==> src/rtl/arm_multicycle_controller.sv <==
// Multicycle ARM control unit: main sequencing FSM, ALU decoder, NZCV flag
// register and condition-code evaluation for a shared-ALU / unified-memory datapath.
module arm_multicycle_controller #(
    parameter int STATE_W = 4
) (
    input  logic               clk,
    input  logic               rst_n,
    input  logic [1:0]         Op,
    input  logic [5:0]         Funct,
    input  logic [3:0]         Rd,
    input  logic [3:0]         Cond,
    input  logic [3:0]         ALUFlags,
    input  logic               mem_ready,
    output logic               PCWrite,
    output logic               AdrSrc,
    output logic               MemWrite,
    output logic               IRWrite,
    output logic [1:0]         ResultSrc,
    output logic               ALUSrcA,
    output logic [1:0]         ALUSrcB,
    output logic [1:0]         ALUControl,
    output logic [1:0]         ImmSrc,
    output logic [1:0]         RegSrc,
    output logic               RegWrite,
    output logic [STATE_W-1:0] state
);

    typedef enum logic [STATE_W-1:0] {
        S_FETCH  = 4'd0,
        S_DECODE = 4'd1,
        S_MEMADR = 4'd2,
        S_MEMRD  = 4'd3,
        S_MEMWB  = 4'd4,
        S_MEMWR  = 4'd5,
        S_EXECR  = 4'd6,
        S_EXECI  = 4'd7,
        S_ALUWB  = 4'd8,
        S_BRANCH = 4'd9
    } state_t;

    localparam logic [1:0] OP_DP  = 2'b00;
    localparam logic [1:0] OP_MEM = 2'b01;
    localparam logic [1:0] OP_BR  = 2'b10;

    localparam logic [3:0] CMD_AND = 4'b0000;
    localparam logic [3:0] CMD_SUB = 4'b0010;
    localparam logic [3:0] CMD_ADD = 4'b0100;
    localparam logic [3:0] CMD_CMP = 4'b1010;
    localparam logic [3:0] CMD_ORR = 4'b1100;

    localparam logic [1:0] ALU_ADD = 2'b00;
    localparam logic [1:0] ALU_SUB = 2'b01;
    localparam logic [1:0] ALU_AND = 2'b10;
    localparam logic [1:0] ALU_ORR = 2'b11;

    state_t     state_r;
    state_t     state_nxt_s;
    logic [3:0] flags_r;
    logic       cond_ex_r;

    logic       imm_bit_s;
    logic [3:0] cmd_s;
    logic       s_bit_s;
    logic       is_cmp_s;
    logic       rd_pc_s;
    logic [1:0] alu_dec_s;
    logic       alu_arith_s;
    logic       flag_upd_s;

    logic       pc_write_s;
    logic       ir_write_s;
    logic       mem_write_s;
    logic       reg_write_s;

    // Flags are {N,Z,C,V}; 1111 is the "never" encoding.
    function automatic logic condcheck(input logic [3:0] cond, input logic [3:0] f);
        logic n, z, c, v;
        n = f[3];
        z = f[2];
        c = f[1];
        v = f[0];
        case (cond)
            4'b0000: condcheck = z;
            4'b0001: condcheck = ~z;
            4'b0010: condcheck = c;
            4'b0011: condcheck = ~c;
            4'b0100: condcheck = n;
            4'b0101: condcheck = ~n;
            4'b0110: condcheck = v;
            4'b0111: condcheck = ~v;
            4'b1000: condcheck = c & ~z;
            4'b1001: condcheck = ~c | z;
            4'b1010: condcheck = (n == v);
            4'b1011: condcheck = (n != v);
            4'b1100: condcheck = ~z & (n == v);
            4'b1101: condcheck = z | (n != v);
            4'b1110: condcheck = 1'b1;
            default: condcheck = 1'b0;
        endcase
    endfunction

    assign imm_bit_s = Funct[5];
    assign cmd_s     = Funct[4:1];
    assign s_bit_s   = Funct[0];
    assign is_cmp_s  = (cmd_s == CMD_CMP);
    assign rd_pc_s   = (Rd == 4'b1111);

    // ALU operation decode from the data-processing command field.
    always_comb begin
        alu_dec_s = ALU_ADD;
        case (cmd_s)
            CMD_ADD: alu_dec_s = ALU_ADD;
            CMD_SUB: alu_dec_s = ALU_SUB;
            CMD_AND: alu_dec_s = ALU_AND;
            CMD_ORR: alu_dec_s = ALU_ORR;
            CMD_CMP: alu_dec_s = ALU_SUB;
            default: alu_dec_s = ALU_ADD;
        endcase
    end

    assign alu_arith_s = ~alu_dec_s[1];
    assign flag_upd_s  = ((state_r == S_EXECR) || (state_r == S_EXECI)) &&
                         cond_ex_r && (s_bit_s || is_cmp_s);

    // State register.
    always_ff @(posedge clk) begin
        if (!rst_n) begin
            state_r <= S_FETCH;
        end else begin
            state_r <= state_nxt_s;
        end
    end

    // Condition result latched in DECODE and used by every later strobe of the instruction.
    always_ff @(posedge clk) begin
        if (!rst_n) begin
            cond_ex_r <= 1'b0;
        end else if (state_r == S_DECODE) begin
            cond_ex_r <= condcheck(Cond, flags_r);
        end else begin
            cond_ex_r <= cond_ex_r;
        end
    end

    // NZCV register; logical ops leave C and V untouched.
    always_ff @(posedge clk) begin
        if (!rst_n) begin
            flags_r <= 4'b0000;
        end else if (flag_upd_s) begin
            flags_r[3:2] <= ALUFlags[3:2];
            if (alu_arith_s) begin
                flags_r[1:0] <= ALUFlags[1:0];
            end else begin
                flags_r[1:0] <= flags_r[1:0];
            end
        end else begin
            flags_r <= flags_r;
        end
    end

    // Next-state logic; unused encodings recover to FETCH.
    always_comb begin
        state_nxt_s = S_FETCH;
        case (state_r)
            S_FETCH: begin
                if (mem_ready) begin
                    state_nxt_s = S_DECODE;
                end else begin
                    state_nxt_s = S_FETCH;
                end
            end
            S_DECODE: begin
                case (Op)
                    OP_MEM: state_nxt_s = S_MEMADR;
                    OP_DP: begin
                        if (imm_bit_s) begin
                            state_nxt_s = S_EXECI;
                        end else begin
                            state_nxt_s = S_EXECR;
                        end
                    end
                    OP_BR:   state_nxt_s = S_BRANCH;
                    default: state_nxt_s = S_FETCH;
                endcase
            end
            S_MEMADR: begin
                if (s_bit_s) begin
                    state_nxt_s = S_MEMRD;
                end else begin
                    state_nxt_s = S_MEMWR;
                end
            end
            S_MEMRD: begin
                if (mem_ready) begin
                    state_nxt_s = S_MEMWB;
                end else begin
                    state_nxt_s = S_MEMRD;
                end
            end
            S_MEMWB:  state_nxt_s = S_FETCH;
            S_MEMWR: begin
                if (mem_ready) begin
                    state_nxt_s = S_FETCH;
                end else begin
                    state_nxt_s = S_MEMWR;
                end
            end
            S_EXECR, S_EXECI: begin
                if (is_cmp_s) begin
                    state_nxt_s = S_FETCH;
                end else begin
                    state_nxt_s = S_ALUWB;
                end
            end
            S_ALUWB:  state_nxt_s = S_FETCH;
            S_BRANCH: state_nxt_s = S_FETCH;
            default:  state_nxt_s = S_FETCH;
        endcase
    end

    // Per-state datapath selects and raw write strobes.
    always_comb begin
        pc_write_s  = 1'b0;
        ir_write_s  = 1'b0;
        mem_write_s = 1'b0;
        reg_write_s = 1'b0;
        AdrSrc      = 1'b0;
        ResultSrc   = 2'b00;
        ALUSrcA     = 1'b0;
        ALUSrcB     = 2'b00;
        ALUControl  = ALU_ADD;
        case (state_r)
            S_FETCH: begin
                ALUSrcA    = 1'b1;
                ALUSrcB    = 2'b10;
                ResultSrc  = 2'b10;
                ir_write_s = mem_ready;
                pc_write_s = mem_ready;
            end
            S_DECODE: begin
                ALUSrcA   = 1'b1;
                ALUSrcB   = 2'b10;
                ResultSrc = 2'b10;
            end
            S_MEMADR: begin
                ALUSrcB = 2'b01;
            end
            S_MEMRD: begin
                AdrSrc = 1'b1;
            end
            S_MEMWB: begin
                ResultSrc   = 2'b01;
                reg_write_s = cond_ex_r;
                pc_write_s  = cond_ex_r & rd_pc_s;
            end
            S_MEMWR: begin
                AdrSrc      = 1'b1;
                mem_write_s = cond_ex_r;
            end
            S_EXECR: begin
                ALUControl = alu_dec_s;
            end
            S_EXECI: begin
                ALUSrcB    = 2'b01;
                ALUControl = alu_dec_s;
            end
            S_ALUWB: begin
                reg_write_s = cond_ex_r & ~is_cmp_s;
                pc_write_s  = cond_ex_r & ~is_cmp_s & rd_pc_s;
            end
            S_BRANCH: begin
                ALUSrcB    = 2'b01;
                ResultSrc  = 2'b10;
                pc_write_s = cond_ex_r;
            end
            default: begin
                pc_write_s = 1'b0;
            end
        endcase
    end

    // Reset suppresses every architectural write, even mid-instruction.
    always_comb begin
        PCWrite  = pc_write_s  & rst_n;
        IRWrite  = ir_write_s  & rst_n;
        MemWrite = mem_write_s & rst_n;
        RegWrite = reg_write_s & rst_n;
    end

    assign ImmSrc = Op;
    assign RegSrc = {(Op == OP_MEM), (Op == OP_BR)};
    assign state  = state_r;

endmodule

==> config.mk <==
export PLATFORM = sky130hd
export DESIGN_NAME = arm_multicycle_controller
export DESIGN_NICKNAME = d
export VERILOG_FILES = /design/src/rtl/arm_multicycle_controller.sv
export SDC_FILE = /design/constraint.sdc
export NUM_CORES = 1
export LEC_CHECK = 0
export CAP_MARGIN = 5
export CELL_PAD_IN_SITES_DETAIL_PLACEMENT = 0
export CELL_PAD_IN_SITES_GLOBAL_PLACEMENT = 1
export CORE_ASPECT_RATIO = 0.8
export CORE_MARGIN = 4
export CORE_UTILIZATION = 26
export DETAILED_ROUTE_END_ITERATION = 12
export PLACE_DENSITY = 0.88
export SYNTH_ARGS = -nofsm -noshare
export SYNTH_HDL_FRONTEND = slang
export SYNTH_SLANG_ARGS = --single-unit
export TNS_END_PERCENT = 100
==> constraint.sdc <==
create_clock -name clk -period 1.65 [get_ports clk]
set_clock_uncertainty 0.1 [all_clocks]
set_input_delay 0.4125 -clock clk [delete_from_list [all_inputs] [get_ports clk]]
set_output_delay 0.4125 -clock clk [all_outputs]
set_load 0.05 [all_outputs]
==> results of run 1 <==
==> stage by stage <==
step / setup WS [ns] / utilization / power, W
after floorplan: -0.316 / - / 0.000531
after global placement: -0.830 / 0.586 / 0.000785
after detailed placement: -0.897 / 0.586 / 0.000799
after CTS: -0.318 / 0.658 / 0.00110
after global routing: -0.340 / 0.689 / 0.00117
final: -0.311 / 0.689 / 0.00112
==> layout make-up <==
| cell class | instances | area [um^2] | area share |
|---|---|---|---|
| repair buffers | 98 | 1110 | 0.465 |
| multi-input cells | 93 | 947 | 0.396 |
| clock buffers | 4 | 45.0 | 0.0188 |
| inverters | 8 | 37.5 | 0.0157 |
| well taps | 42 | 52.6 | 0.0220 |
| flip-flops and latches | 9 | 196 | 0.0821 |
==> cells in the mapped netlist (3+ instances only) <==
master | number | share of area
buf_2 | 4 | 0.021
xnor2_1 | 4 | 0.037
nor2_1 | 6 | 0.024
nor2b_1 | 9 | 0.060
o21ai_0 | 4 | 0.021
mux2i_1 | 6 | 0.064
dfxtp_1 | 9 | 0.19
buf_4 | 5 | 0.040
nand2_1 | 10 | 0.040
nor3_1 | 5 | 0.026
and3_1 | 3 | 0.020
nand2b_1 | 3 | 0.020
a21oi_1 | 6 | 0.032
inv_1 | 8 | 0.032
==> state kept, by name (all words and copies together) (netlist names) <==
signal	flops
flags_r	4
state	4
cond_ex_r	1
==> critical path, stage by stage <==
cell,delay (ns)
buf_6,0.09
nand4bb_4,0.23
a21oi_2,0.14
o2bb2ai_1,0.07
a32o_1,0.21
and3_4,0.15
buf_12,0.14
==> cell families (layout without fill, tap and decap cells) <==
| logic type | after synthesis | after routing |
|---|---|---|
| AND/OR/NAND/NOR | 51 | 51 |
| flip-flops | 9 | 9 |
| AO/OA/AOI/OAI | 29 | 29 |
| multiplexers | 7 | 7 |
| buffers and inverters | 18 | 110 |
| XOR/XNOR | 6 | 6 |
==> worst max-delay path by stage <==
stage                    end  cells past startpoint
finish               PCWrite                      7
global placement     PCWrite                      7
CTS                  PCWrite                      7
global route         PCWrite                      7
floorplan           RegWrite                      3
detailed placement   PCWrite                      7
==> what timing repair did <==
action | in CTS | in global routing
pin swaps | 18 | 13
gates resized for setup | 75 | 20
hold endpoints to repair | 0 | 0
setup endpoints to repair | 22 | 17
gates cloned | 1 | 0
setup buffers | 11 | 10
==> power by group through the flow <==
stage / clock network [W] / logic, W / registers, W
2_1_floorplan: 0 / 0.000274 / 0.000257
3_3_place_gp: 0 / 0.000540 / 0.000245
3_5_place_dp: 0 / 0.000552 / 0.000247
4_1_cts: 0.000254 / 0.000600 / 0.000245
5_1_grt: 0.000265 / 0.000658 / 0.000247
6_report: 0.000249 / 0.000625 / 0.000246
==> metal layers <==
metal  up-vias  wire, um  global-route usage
met5         -         0                   0
met4         0        25              0.0299
met3         4       221              0.0289
met2        47      2160               0.343
met1       612      1700               0.240
li1        626         -                   -
==> cell usage in the layout (no fill, tap or decap), types with 3 or more instances in the layout <==
cell / instances
clkdlybuf4s50_1: 6
buf_12: 22
clkbuf_8: 3
clkdlybuf4s15_1: 3
mux2i_1: 6
dlygate4sd2_1: 5
dfxtp_4: 4
nor2_4: 3
buf_6: 16
dfxtp_1: 4
inv_1: 5
buf_2: 5
nor3_4: 5
buf_8: 3
nand2_1: 6
xnor2_1: 3
buf_4: 37
nor2b_1: 6
o21ai_0: 3
a21oi_1: 4
==> flow_summary.yaml, run 1 <==
timing:
  fmax_ghz: 0.510
  holdWs_ns: 0.477
  hold_viol: 0
  fin_crit_sh: 1.19
  tns_ns: -2.45
  maxSlewViolCount: 0
  slew-limit-headroom: 0.725
  finalSetupViolCount: 15
  worst_slack_ns: -0.311
  fin_crit_ns: 1.96
  worstMarginPinSlew_ns: 0.412
  rsz0062_at_grt: "yes"
power:
  switching_power_w: 0.000399
  clkPwrFrac: 0.222
  pwr-share-comb: 0.558
  p_per_area_nw_per_um2: 468
  sequentialPowerShare: 0.220
  peakVddDrop_uv: 363
  power.internal_w: 0.000720
  swShare: 0.357
  p_leak_nw: 1.01
setup_path:
  r2r_start: "state[3]$_SDFF_PN0_"
  end_kind: "output pin"
  reg2reg_to: "cond_ex_r$_SDFFE_PN0P_"
  worstSetupPathType: "in2out"
  r2r_setup_slack_ns: -0.12
  worst_setup_path_start_kind: "input port"
  cp_data_arrival_time_ns: 1.45
  critPathRequiredTime_ns: 1.14
  path_max_fanout: 3
  startpoint: "Funct[1]"
  ff2ff_path_depth: 7
global_route:
  grt_max_degree: 10
  grt_overflow: 0
  grt_pass1_wl_um: 6580
  grt_pass1_vias: 1318
  antenna_found_initial: 0
  track_usage: 0.188
clock_network:
  ctsLongestPathBuffers: 2
  cts_tree: "done"
  path_clk_slew_ns: 0.04
  clock_sinks: 9
  clock_latency_ns: 0.23
  cts_buffers: 3
  cts_root_buf: "clkbuf_8"
  postCtsHoldBufs: 0
  cts_max_level: 1
final_layout:
  nets: 236
  design_area_um2: 2390
  antenna_cells: 0
  area_growth_pct: 153
  layoutNonFillerInstCount: 254
  drive_gt1_frac: 0.632
  fill_cells: 246
die:
  ios: 43
  core_um2: 3470
  die_area_um2: 4670
  die_y_um: 61.9
  initial_core_util: 0.272
  die_w_um: 75.4
  rows: 19
synth:
  avgSynthCellArea_um2: 7.87
  synthesis.area_um2: 945
  synth_compound_area_frac: 0.224
  synth-xor-area-share: 0.0556
  ys_types: 43
  synth_fa_ha_area_frac: 0
  seq_area_frac_synth: 0.191
  yosys_warnings: 0
  synth_top_family_by_area: "simple AND/OR/NAND/NOR gates"
  syn_inst: 120
  synthSimpleGateAreaFrac: 0.350
  synth_edf_count: 0
  async_flop_share: 0
  synthMuxAreaShare: 0.0755
  synth_fp_nets: 143
  synth-seq-cells: 9
  ys.flop_type: "dfxtp_1"
hold_path:
  hold_class: "reg2reg"
  min_path_cells: 2
  hold_start: "flags_r[1]$_SDFFE_PN0P_"
  min_to: "flags_r[1]$_SDFFE_PN0P_"
place:
  numPortBuffers: 42
  dpl_cell_area_um2: 2030
  dp_cells: 230
  globalplace.congestion: 0.879
  place_hpwl_um: 3030
routing:
  drt_wl_total_um: 4110
  vias: 1289
  drtIter0Drc: 44
  firstDrtPassIters: 4
  vias_per_cell: 5.07
  drc_errors: 0
  avgRoutedWirePerCell_um: 16.2
  antenna_left: 0
flow_run:
  maxCapViolCount: 0
run_status:
  violations: "setup timing"
  status: "finished, violations left"
Note: power is estimated with default switching activity, not from simulation.
==> run 2, diff against run 1 <==
--- a/config.mk
+++ b/config.mk
@@ -9,7 +9,7 @@
 export CELL_PAD_IN_SITES_DETAIL_PLACEMENT = 0
 export CELL_PAD_IN_SITES_GLOBAL_PLACEMENT = 1
 export CORE_ASPECT_RATIO = 0.8
-export CORE_MARGIN = 4
+export CORE_MARGIN = 2
 export CORE_UTILIZATION = 26
 export DETAILED_ROUTE_END_ITERATION = 12
 export PLACE_DENSITY = 0.88
==> run 2 against run 1 <==
Effect of this change:
- the flow still finishes with violations (setup timing)
- critical endpoint unchanged
- power rose by 0.72%
- die area decreased by 11%
- via count up 2.6%
- largest power group unchanged
- wire length fell by 2.5%
- cell area is 1.4% lower
- non-clock buffer count down 3
- sequential share of layout area grew 0.060 points
- utilization down 0.47 points
- setup slack worse by 0.050 ns
- count of clock-buffer cells in the layout did not move
- global-route usage rose by 1.5 points
- flip-flop and latch count unchanged
==> flow_summary.yaml, run 2 (synthesis results as in run 1) <==
flow_run:
  maxCapViolCount: 0
global_route:
  grt_max_degree: 10
  track_usage: 0.204
  grt_pass1_vias: 1475
  grt_overflow: 0
  grt_pass1_wl_um: 6710
  antenna_found_initial: 0
timing:
  rsz0062_at_grt: "yes"
  hold_viol: 0
  holdWs_ns: 0.489
  fin_crit_ns: 2.01
  slew-limit-headroom: 0.766
  worst_slack_ns: -0.361
  fmax_ghz: 0.497
  tns_ns: -2.97
  worstMarginPinSlew_ns: 0.348
  finalSetupViolCount: 17
  maxSlewViolCount: 0
  fin_crit_sh: 1.22
power:
  power.internal_w: 0.000724
  swShare: 0.358
  switching_power_w: 0.000404
  pwr-share-comb: 0.555
  sequentialPowerShare: 0.217
  p_leak_nw: 0.986
  p_per_area_nw_per_um2: 478
  clkPwrFrac: 0.228
  peakVddDrop_uv: 280
clock_network:
  ctsLongestPathBuffers: 2
  cts_tree: "done"
  path_clk_slew_ns: 0.05
  cts_buffers: 3
  cts_root_buf: "clkbuf_8"
  clock_sinks: 9
  postCtsHoldBufs: 0
  cts_max_level: 1
  clock_latency_ns: 0.23
hold_path:
  hold_class: "reg2reg"
final_layout:
  final_common_cell: "buf_4"
  most-common-layout-cells: "30 x buf_4, 23 x buf_12, 22 x buf_6"
  fill_cells: 234
  ff_latch_area_um2: 195
  multiInputGateArea_um2: 918
  drive_gt1_frac: 0.589
  nets: 233
  antenna_cells: 0
  area_growth_pct: 150
die:
  rows: 19
  die_w_um: 71.4
  die_area_um2: 4130
  core_um2: 3450
  ios: 43
  initial_core_util: 0.274
  die_y_um: 57.9
run_status:
  status: "finished, violations left"
  violations: "setup timing"
routing:
  vias: 1322
  antenna_left: 0
  avgRoutedWirePerCell_um: 16.0
  drt_wl_total_um: 4010
  firstDrtPassIters: 4
  drc_errors: 0
  drtIter0Drc: 123
  vias_per_cell: 5.27
place:
  numPortBuffers: 42
  place_hpwl_um: 2790
  globalplace.congestion: 0.895
setup_path:
  worst_setup_path_start_kind: "input port"
  cp_data_arrival_time_ns: 1.50
  end_kind: "output pin"
  path_max_fanout: 3
  r2r_setup_slack_ns: -0.19
  critPathRequiredTime_ns: 1.14
  worstSetupPathType: "in2out"
-- run 2: worst paths after layout --
path,startpoint,end,cells past startpoint
max,Funct[3],PCWrite,7
min,flags_r[1]$_SDFFE_PN0P_,flags_r[1]$_SDFFE_PN0P_,2
max reg2reg,state[2]$_SDFF_PN0_,flags_r[1]$_SDFFE_PN0P_,7
min reg2reg,flags_r[1]$_SDFFE_PN0P_,flags_r[1]$_SDFFE_PN0P_,2
-- run 2: area by class of cell --
class,count,share of cell area
Timing Repair Buffer,95,0.471
Multi-Input combinational cell,93,0.389
Inverter,8,0.0159
Clock buffer,4,0.0191
Sequential cell,9,0.0827
Tap cell,42,0.0223
-- run 2: critical path, stage by stage --
cell       delay, ns
buf_6           0.10
nand4bb_4       0.25
a21oi_2         0.16
o2bb2ai_1       0.07
a32o_1          0.21
and3_4          0.15
buf_12          0.14
-- run 2: metal layers --
layer,part of all wire,wire (um),GRT usage
met5,0,0,0
met4,0.032,130,0.0997
met3,0.054,217,0.0296
met2,0.52,2080,0.365
met1,0.39,1580,0.239
-- run 2: timing repair --
item / in CTS / in global routing
cloned: 1 / 0
gates resized for setup: 70 / 8
endpoints found under the setup margin: 21 / 18
pin swaps: 22 / 7
buffers inserted: 14 / 2
-- run 2: stage by stage --
stage                     utilization  setup WS [ns]  cells  area [um^2]  power [W]
after floorplan                     -         -0.316    120         1170   0.000531
after detailed placement        0.592         -0.760    231         2040   0.000801
after global placement          0.592         -0.724    231         2040   0.000786
after global routing            0.685         -0.422    251         2360    0.00117
after CTS                       0.677         -0.330    250         2330    0.00111
final                           0.685         -0.361    251         2360    0.00113
-- run 2: power groups by stage --
stage,Combinational [W],Sequential [W],Clock [W]
after floorplan,0.000274,0.000257,0
after detailed placement,0.000551,0.000250,0
final,0.000626,0.000245,0.000257
after global routing,0.000656,0.000245,0.000268
after CTS,0.000614,0.000243,0.000253
after global placement,0.000537,0.000249,0
